==> src/rtl/btn_led_sequencer.sv <==
// Button-driven LED bank sequencer: debounces four buttons, queues presses and
// shows each requesting group's switch nibble on its LEDs in round-robin order.
module btn_led_sequencer #(
    parameter int unsigned DEBOUNCE_CYCLES = 4,
    parameter int unsigned HOLD_CYCLES     = 8
) (
    input  logic        clk,
    input  logic        rst,
    input  logic [15:0] sw,
    input  logic [3:0]  btn,
    output logic [15:0] led,
    output logic [3:0]  grant,
    output logic [3:0]  pending,
    output logic        busy
);

    localparam int unsigned CW = (DEBOUNCE_CYCLES > 1) ? $clog2(DEBOUNCE_CYCLES) : 1;
    localparam int unsigned HW = (HOLD_CYCLES > 1) ? $clog2(HOLD_CYCLES) : 1;
    localparam logic [CW-1:0] CNT_LAST  = CW'(DEBOUNCE_CYCLES - 1);
    localparam logic [HW-1:0] HOLD_LOAD = HW'(HOLD_CYCLES - 1);

    typedef enum logic [1:0] {
        IDLE = 2'd0,
        SHOW = 2'd1,
        GAP  = 2'd2
    } state_t;

    state_t        state, state_n;
    logic [3:0]    sync1, btn_s, deb, deb_d, rise, clr;
    logic [CW-1:0] cnt [4];
    logic [HW-1:0] hold_cnt;
    logic [1:0]    rr_ptr, cur, win_idx;
    logic          win_valid, show_done;

    // Two-flop synchronizer followed by a per-button stability counter
    always_ff @(posedge clk) begin
        if (rst) begin
            sync1 <= '0;
            btn_s <= '0;
            deb   <= '0;
            deb_d <= '0;
            for (int i = 0; i < 4; i++) cnt[i] <= '0;
        end else begin
            sync1 <= btn;
            btn_s <= sync1;
            deb_d <= deb;
            for (int i = 0; i < 4; i++) begin
                if (btn_s[i] == deb[i]) begin
                    cnt[i] <= '0;
                end else if (cnt[i] == CNT_LAST) begin
                    deb[i] <= ~deb[i];
                    cnt[i] <= '0;
                end else begin
                    cnt[i] <= cnt[i] + CW'(1);
                end
            end
        end
    end

    assign rise      = deb & ~deb_d;
    assign show_done = (state == SHOW) && (hold_cnt == '0);
    assign clr       = show_done ? (4'b0001 << cur) : 4'b0000;

    // Round-robin pick: lowest offset from rr_ptr wins, so scan offsets high to low
    always_comb begin
        win_valid = 1'b0;
        win_idx   = rr_ptr;
        for (int k = 3; k >= 0; k--) begin
            if (pending[2'(rr_ptr + 2'(k))]) begin
                win_valid = 1'b1;
                win_idx   = 2'(rr_ptr + 2'(k));
            end
        end
    end

    always_ff @(posedge clk) begin
        if (rst) state <= IDLE;
        else     state <= state_n;
    end

    always_comb begin
        state_n = state;
        case (state)
            IDLE:    if (win_valid) state_n = SHOW;
            SHOW:    if (hold_cnt == '0) state_n = GAP;
            GAP:     state_n = IDLE;
            default: state_n = IDLE;
        endcase
    end

    always_comb begin
        led  = '0;
        busy = (state == SHOW) || (state == GAP);
        if (state == SHOW) begin
            for (int i = 0; i < 4; i++) begin
                if (grant[i]) led[4*i +: 4] = sw[4*i +: 4];
            end
        end
    end

    // Request queue, grant and hold timer; a press landing on the clearing edge survives
    always_ff @(posedge clk) begin
        if (rst) begin
            pending  <= '0;
            grant    <= '0;
            hold_cnt <= '0;
            rr_ptr   <= '0;
            cur      <= '0;
        end else begin
            pending <= (pending & ~clr) | rise;
            case (state)
                IDLE: begin
                    if (win_valid) begin
                        grant    <= 4'b0001 << win_idx;
                        cur      <= win_idx;
                        hold_cnt <= HOLD_LOAD;
                    end
                end
                SHOW: begin
                    if (show_done) begin
                        grant  <= '0;
                        rr_ptr <= cur + 2'd1;
                    end else if (rise[cur]) begin
                        hold_cnt <= HOLD_LOAD;
                    end else begin
                        hold_cnt <= hold_cnt - HW'(1);
                    end
                end
                default: ;
            endcase
        end
    end

endmodule

==> config.mk <==
export PLATFORM = sky130hd
export DESIGN_NAME = btn_led_sequencer
export DESIGN_NICKNAME = d
export VERILOG_FILES = /design/src/rtl/btn_led_sequencer.sv
export SDC_FILE = /design/constraint.sdc
export NUM_CORES = 1
export LEC_CHECK = 0
export CAP_MARGIN = 0
export CORE_MARGIN = 8
export CORE_UTILIZATION = 30
export CTS_CLUSTER_SIZE = 20
export DETAILED_ROUTE_END_ITERATION = 10
export GPL_TIMING_DRIVEN = 1
export PLACE_DENSITY = 0.66
export SYNTH_ARGS = -nofsm -noshare
export SYNTH_HDL_FRONTEND = slang
export SYNTH_SLANG_ARGS = --single-unit
==> constraint.sdc <==
create_clock -name clk -period 1.65 [get_ports clk]
set_clock_uncertainty 0.1 [all_clocks]
set_input_delay 0.4125 -clock clk [delete_from_list [all_inputs] [get_ports clk]]
set_output_delay 0.4125 -clock clk [all_outputs]
set_load 0.02 [all_outputs]
## Word level (Yosys, flattened, before mapping)

Memories as Yosys holds them, arrays and structs flattened.
Index checks and enable logic that the tools add are counted.

- Shift-type cells: 2
- Bitwise operators: 25
- $lt $le $gt $ge: 5
- Reduce and logical (&&, ||, !) cells: 14
- Multipliers: 0
- Eq/ne operators: 14
- Divide/modulo/power cells: 0
- Add/subtract/negate cells: 9
- Multiplexer cells: 92

Operators by type and width:

| cell | count |
|---|---|
| 2-to-1 mux 1 bit | 55 |
| 2-to-1 mux 2 bit | 18 |
| 2-to-1 mux 4 bit | 7 |
| 2-to-1 mux 16 bit | 1 |
| < comparator 2 x 3 -> 1 bit, second input constant | 5 |
| AND reduction 2 bit | 7 |
| adder 2 x 1 -> 2 bit, second input constant | 6 |
| OR 1 bit | 12 |
| binary-select mux 1 bit (select 2 bit) | 5 |
| == test 2 bit, second input constant | 5 |
| 2-to-1 mux 3 bit | 3 |
| AND 4 bit | 2 |
| inequality test 2 bit, second input constant | 4 |
| NOT 1 bit | 8 |
| NOT 4 bit | 2 |
| case mux 4 bit (2 select lines) | 1 |
| left shift 1 x 2 -> 4 bit, first input constant | 2 |
| case mux 3 bit (2 select lines) | 1 |
| AND reduction 3 bit | 2 |
| adder 2 bit, second input constant | 2 |
| == test 1 bit | 4 |
| OR 4 bit | 1 |
| case mux 2 bit (2 select lines) | 1 |
| logical NOT 3 bit | 1 |
| other kinds (6) | 6 |

- Memory bits (read-only): 0
- Memories: 1
- Register bits after elaboration: 33
- Latch bits: 0
- Bits in writable memories: 8
- Input bits: 22
- Word-level logic and storage cells: 175

Memories:

| name | words | bits a word | read ports | clocked after memory_dff | write ports | line | text |
|---|---|---|---|---|---|---|---|
| cnt | 4 | 2 | 4 | 0 | 4 | 30 | `logic [CW-1:0] cnt [4];` |

## Depth between registers and ports, before layout

Gate-level depths: netlist of the first run.

- Depth in word-level cells: 10
- Gate-level depth with buffers: 7
- Mapped depth without buffers: 6

## Worst setup path before layout of the first run

Ideal clock, no wire load.

- Path kind: register to output
- Start: reg state[1]
- End: out led[0]
- Setup slack: -0.162 ns
- Buffers on the path: 2
- Stages on the path, launching flop included: 6
- Data arrival time: 1.299 ns
- Required time: 1.137 ns
- Cells stage by stage: dfxtp_1 > inv_1 > ha_1 > clkbuf_1 > clkbuf_1 > and3_1

- Word-level cells in the longest chain between the ends: 2

Ends and longest elaborated chain:

| element | line | text |
|---|---|---|
| start, declared | 28 | `state_t state, state_n;` |
| start signal, assigned | 78 | `else state <= state_n;` |
| == test 2 x 1 -> 1 bit | 94 | `if (state == SHOW) begin` |
| 2-to-1 mux 16 bit | 94 |  |
| end, declared | 11 | `output logic [15:0] led,` |

No other way between the ends.

## Worst setup path after layout of the first run

- Start: reg state[1]
- End: out led[12]

The elaborated chain is that of the path after synthesis.

==> results of run 1 <==
state kept, by name (all words and copies together) (netlist names):
name      count
hold_cnt      3
state         2
cnt           8
grant         4
pending       4
rr_ptr        2
cur           2
btn_s         4
sync1         4
deb_d         4
deb           4
worst max-delay path, stage by stage (launching register included):
cell,delay [ps]
dfxtp_2,320
inv_2,80
ha_4,150
buf_6,120
and3_4,180
buf_6,110
cell families after synthesis:
logic type      after synthesis  synth area share, %
compound gates               27                10.17
xor+xnor                      4                1.802
fa+ha+maj                    13                8.366
buf+inv                      18                3.539
flops                        41                46.33
mux                           8                4.762
other cells                   1               0.1929
simple gates                 86                24.84
worst paths after layout:
kind / endpoint / slack, ps / startpoint / cells after the start
max: led[12] / -120 / state[1] / 5
max reg2reg: hold_cnt[0] / -120 / state[1] / 9
min reg2reg: btn_s[1] / 340 / sync1[1] / 1
min: btn_s[1] / 340 / sync1[1] / 1
cell usage after synthesis (2+ instances only):
master | n | area, um^2
clkbuf_1 | 5 | 18.77
a21oi_1 | 7 | 35.03
edfxtp_1 | 8 | 240.2
and3_1 | 16 | 100.1
a211oi_1 | 3 | 22.52
or3_1 | 4 | 25.02
nor2_1 | 27 | 101.4
dfxtp_1 | 33 | 660.6
and3b_1 | 2 | 17.52
inv_1 | 12 | 45.04
a32o_1 | 4 | 40.04
nand2b_1 | 2 | 12.51
ha_1 | 13 | 162.7
mux2i_1 | 7 | 70.07
nand2_1 | 8 | 30.03
nor3_1 | 2 | 10.01
o21ai_0 | 3 | 15.01
xnor2_1 | 4 | 35.03
nor2b_1 | 18 | 112.6
layout make-up:
type                       instances  area (um^2)
inverter                          12        47.55
fill                             592         3164
sequential                        41        910.9
multi-input combinational        146         1172
timing repair buffer              83        807.0
clock inverter                     3        46.29
clock buffer                       5        68.82
tap                               77        96.34
power groups by stage:
| stage | registers, uW | clock network [uW] | logic [uW] |
|---|---|---|---|
| final | 1160 | 810 | 1220 |
| after global routing | 1170 | 882 | 1330 |
| after CTS | 1160 | 845 | 1080 |
| after detailed placement | 1170 | 0 | 860 |
| after global placement | 1170 | 0 | 847 |
| after floorplan | 1170 | 0 | 507 |
metal layers:
metal	track usage (%)	part of all wire, %	up-vias
li1	-	-	857
met1	10.81	44	755
met2	16.29	46	51
met3	3.168	9.6	4
met4	3.026	0.81	0
met5	0	0	-
timing repair:
action | 4_1_cts | 5_1_grt
buffers inserted | 4 | 7
setup endpoints to repair | 41 | 35
pin swaps | 8 | 17
resized for setup | 137 | 29
gates cloned | 0 | 0
metrics by stage:
| step | hold slack [ps] | instance area, um^2 |
|---|---|---|
| after global routing | 366.2 | 3149 |
| after floorplan | 313.8 | 1998 |
| after CTS | 344.4 | 3027 |
| after detailed placement | 323.7 | 2764 |
| after global placement | 315.6 | 2764 |
| final | 340.5 | 3149 |
==> metrics.md, run 1 <==
| Metric | Value |
|---|---|
| Minimum clock period | `1770 ps` |
| Hpwl dp | `3.195 mm` |
| Sequential share of power | `36.3%` |
| First-pass GRT wire length | `7.134 mm` |
| Worst setup SP type | `flip-flop` |
| RSZ-0062 raised after global routing | `true` |
| Critical path required time | `1140 ps` |
| Pin count of the biggest net entering global routing | `19` |
| Fin. Hold Viols | `0` |
| PortBufs | `46` |
| Clk slew on worst S/H paths | `80 ps` |
| Synth Instances | `198` |
| DIE WIDTH | `96.51 um` |
| CTS tree | `built` |
| Area growth from synthesis to layout | `61.97%` |
| Synthesized area | `0.001944 mm^2` |
| IO Pins | `47` |
| Synthesized area per cell | `9.820 um^2` |
| H-tree depth | `2` |
| Clk_lat worst skew | `290 ps` |
| Clock share of power | `25.4%` |
| Maximum vdd drop | `0.5212 mV` |
| Logic pwr share | `38.3%` |
| GRT overflow | `0` |
| Cts-stage hold buffer count | `0` |
| WL final | `4.446 mm` |
| Final RePlAce weighted congestion | `0.7979` |
| Sw Ratio | `30.22%` |
| Pwr/cell area | `1013 mW/mm^2` |
| Final Non-Filler Cells | `367` |
| YS warnings | `0` |
| Routed vias | `1667` |
| Final worst path period share | `107.3%` |
| CORE AREA | `0.006314 mm^2` |
| Final setup viols | `21` |
| Total track usage | `9.477%` |
| CTS Root Cell | `clkbuf_8` |
| Netlist cell types | `39` |
| Clock buffer depth | `2` |
| Inserted Diodes | `0` |
| Clk sinks | `41` |
| Most frequent cells in the layout | `buf_4 (28), dfxtp_1 (27), nor2_1 (26)` |
| Rows | `29` |
| Share of flip-flops with an asynchronous set or reset | `0%` |
| DRT antenna net count | `0` |
| Status | `finished, violations left` |
| Initial antenna violation count | `0` |
| Wirelength per Cell | `12.11 um` |
| Worst EP arrival | `1260 ps` |
| Drt via density | `4.542` |
| Leak | `0.001354 uW` |
| Final net count | `324` |
| TritonRoute pass-1 iters | `4` |
| Slew Limit Fails | `0` |
| Worst-path maximum fanout | `8` |
| Hold WC Path Type | `reg2reg` |
| WS Path Type | `reg2out` |
| Fin worst setup slack | `-120.3 ps` |
| Final Power | `3191 uW` |
| Setup TNS | `-1982 ps` |
| Worst slack, placed | `-527.5 ps` |
| Critical Path End Type | `output pin` |
| Drc violations | `0` |
| Cells after DPL | `350` |
| Yosys reg bits | `41` |
| Starting density of the core | `30.80%` |
| Top FF cell, synth | `dfxtp_1` |
| Sequential area share after synthesis | `46.33%` |
| Post-synth EDFFs | `8` |
| Internal Pwr Total | `2227 uW` |
| DIE HEIGHT | `96.51 um` |
| Die ar. | `0.009313 mm^2` |
| Post-layout util | `49.88%` |
| Leading cell type in the layout, fill and taps excluded | `buf_4` |
| Share of cells above drive strength 1 | `38.28%` |
| Failing checks | `setup timing` |
| Vias in the first global route | `1642` |
| Cts bufs inserted | `5` |
| MaxCap Viol Count | `0` |
| Net Switching | `964.3 uW` |
| FMAX | `564.9 MHz` |
| 1st-iter DRT viols | `56` |
Power figures use the tool's default switching activity.
==> run 2: changes to the inputs <==
--- a/config.mk
+++ b/config.mk
@@ -10,6 +10,7 @@
 export CORE_UTILIZATION = 30
 export CTS_CLUSTER_SIZE = 20
 export DETAILED_ROUTE_END_ITERATION = 10
+export GPL_ROUTABILITY_DRIVEN = 0
 export GPL_TIMING_DRIVEN = 1
 export PLACE_DENSITY = 0.66
 export SYNTH_ARGS = -nofsm -noshare
==> results of run 2 <==
Final layout, timing and power as in run 1 (identical DEF).
==> run 3: changes to the inputs <==
--- a/config.mk
+++ b/config.mk
@@ -12,7 +12,9 @@
 export DETAILED_ROUTE_END_ITERATION = 10
 export GPL_ROUTABILITY_DRIVEN = 0
 export GPL_TIMING_DRIVEN = 1
+export HOLD_SLACK_MARGIN = 0.02
 export PLACE_DENSITY = 0.66
+export SLEW_MARGIN = 25
 export SYNTH_ARGS = -nofsm -noshare
 export SYNTH_HDL_FRONTEND = slang
 export SYNTH_SLANG_ARGS = --single-unit
==> results of run 3 <==
Final layout, timing and power as in run 1 (identical DEF).
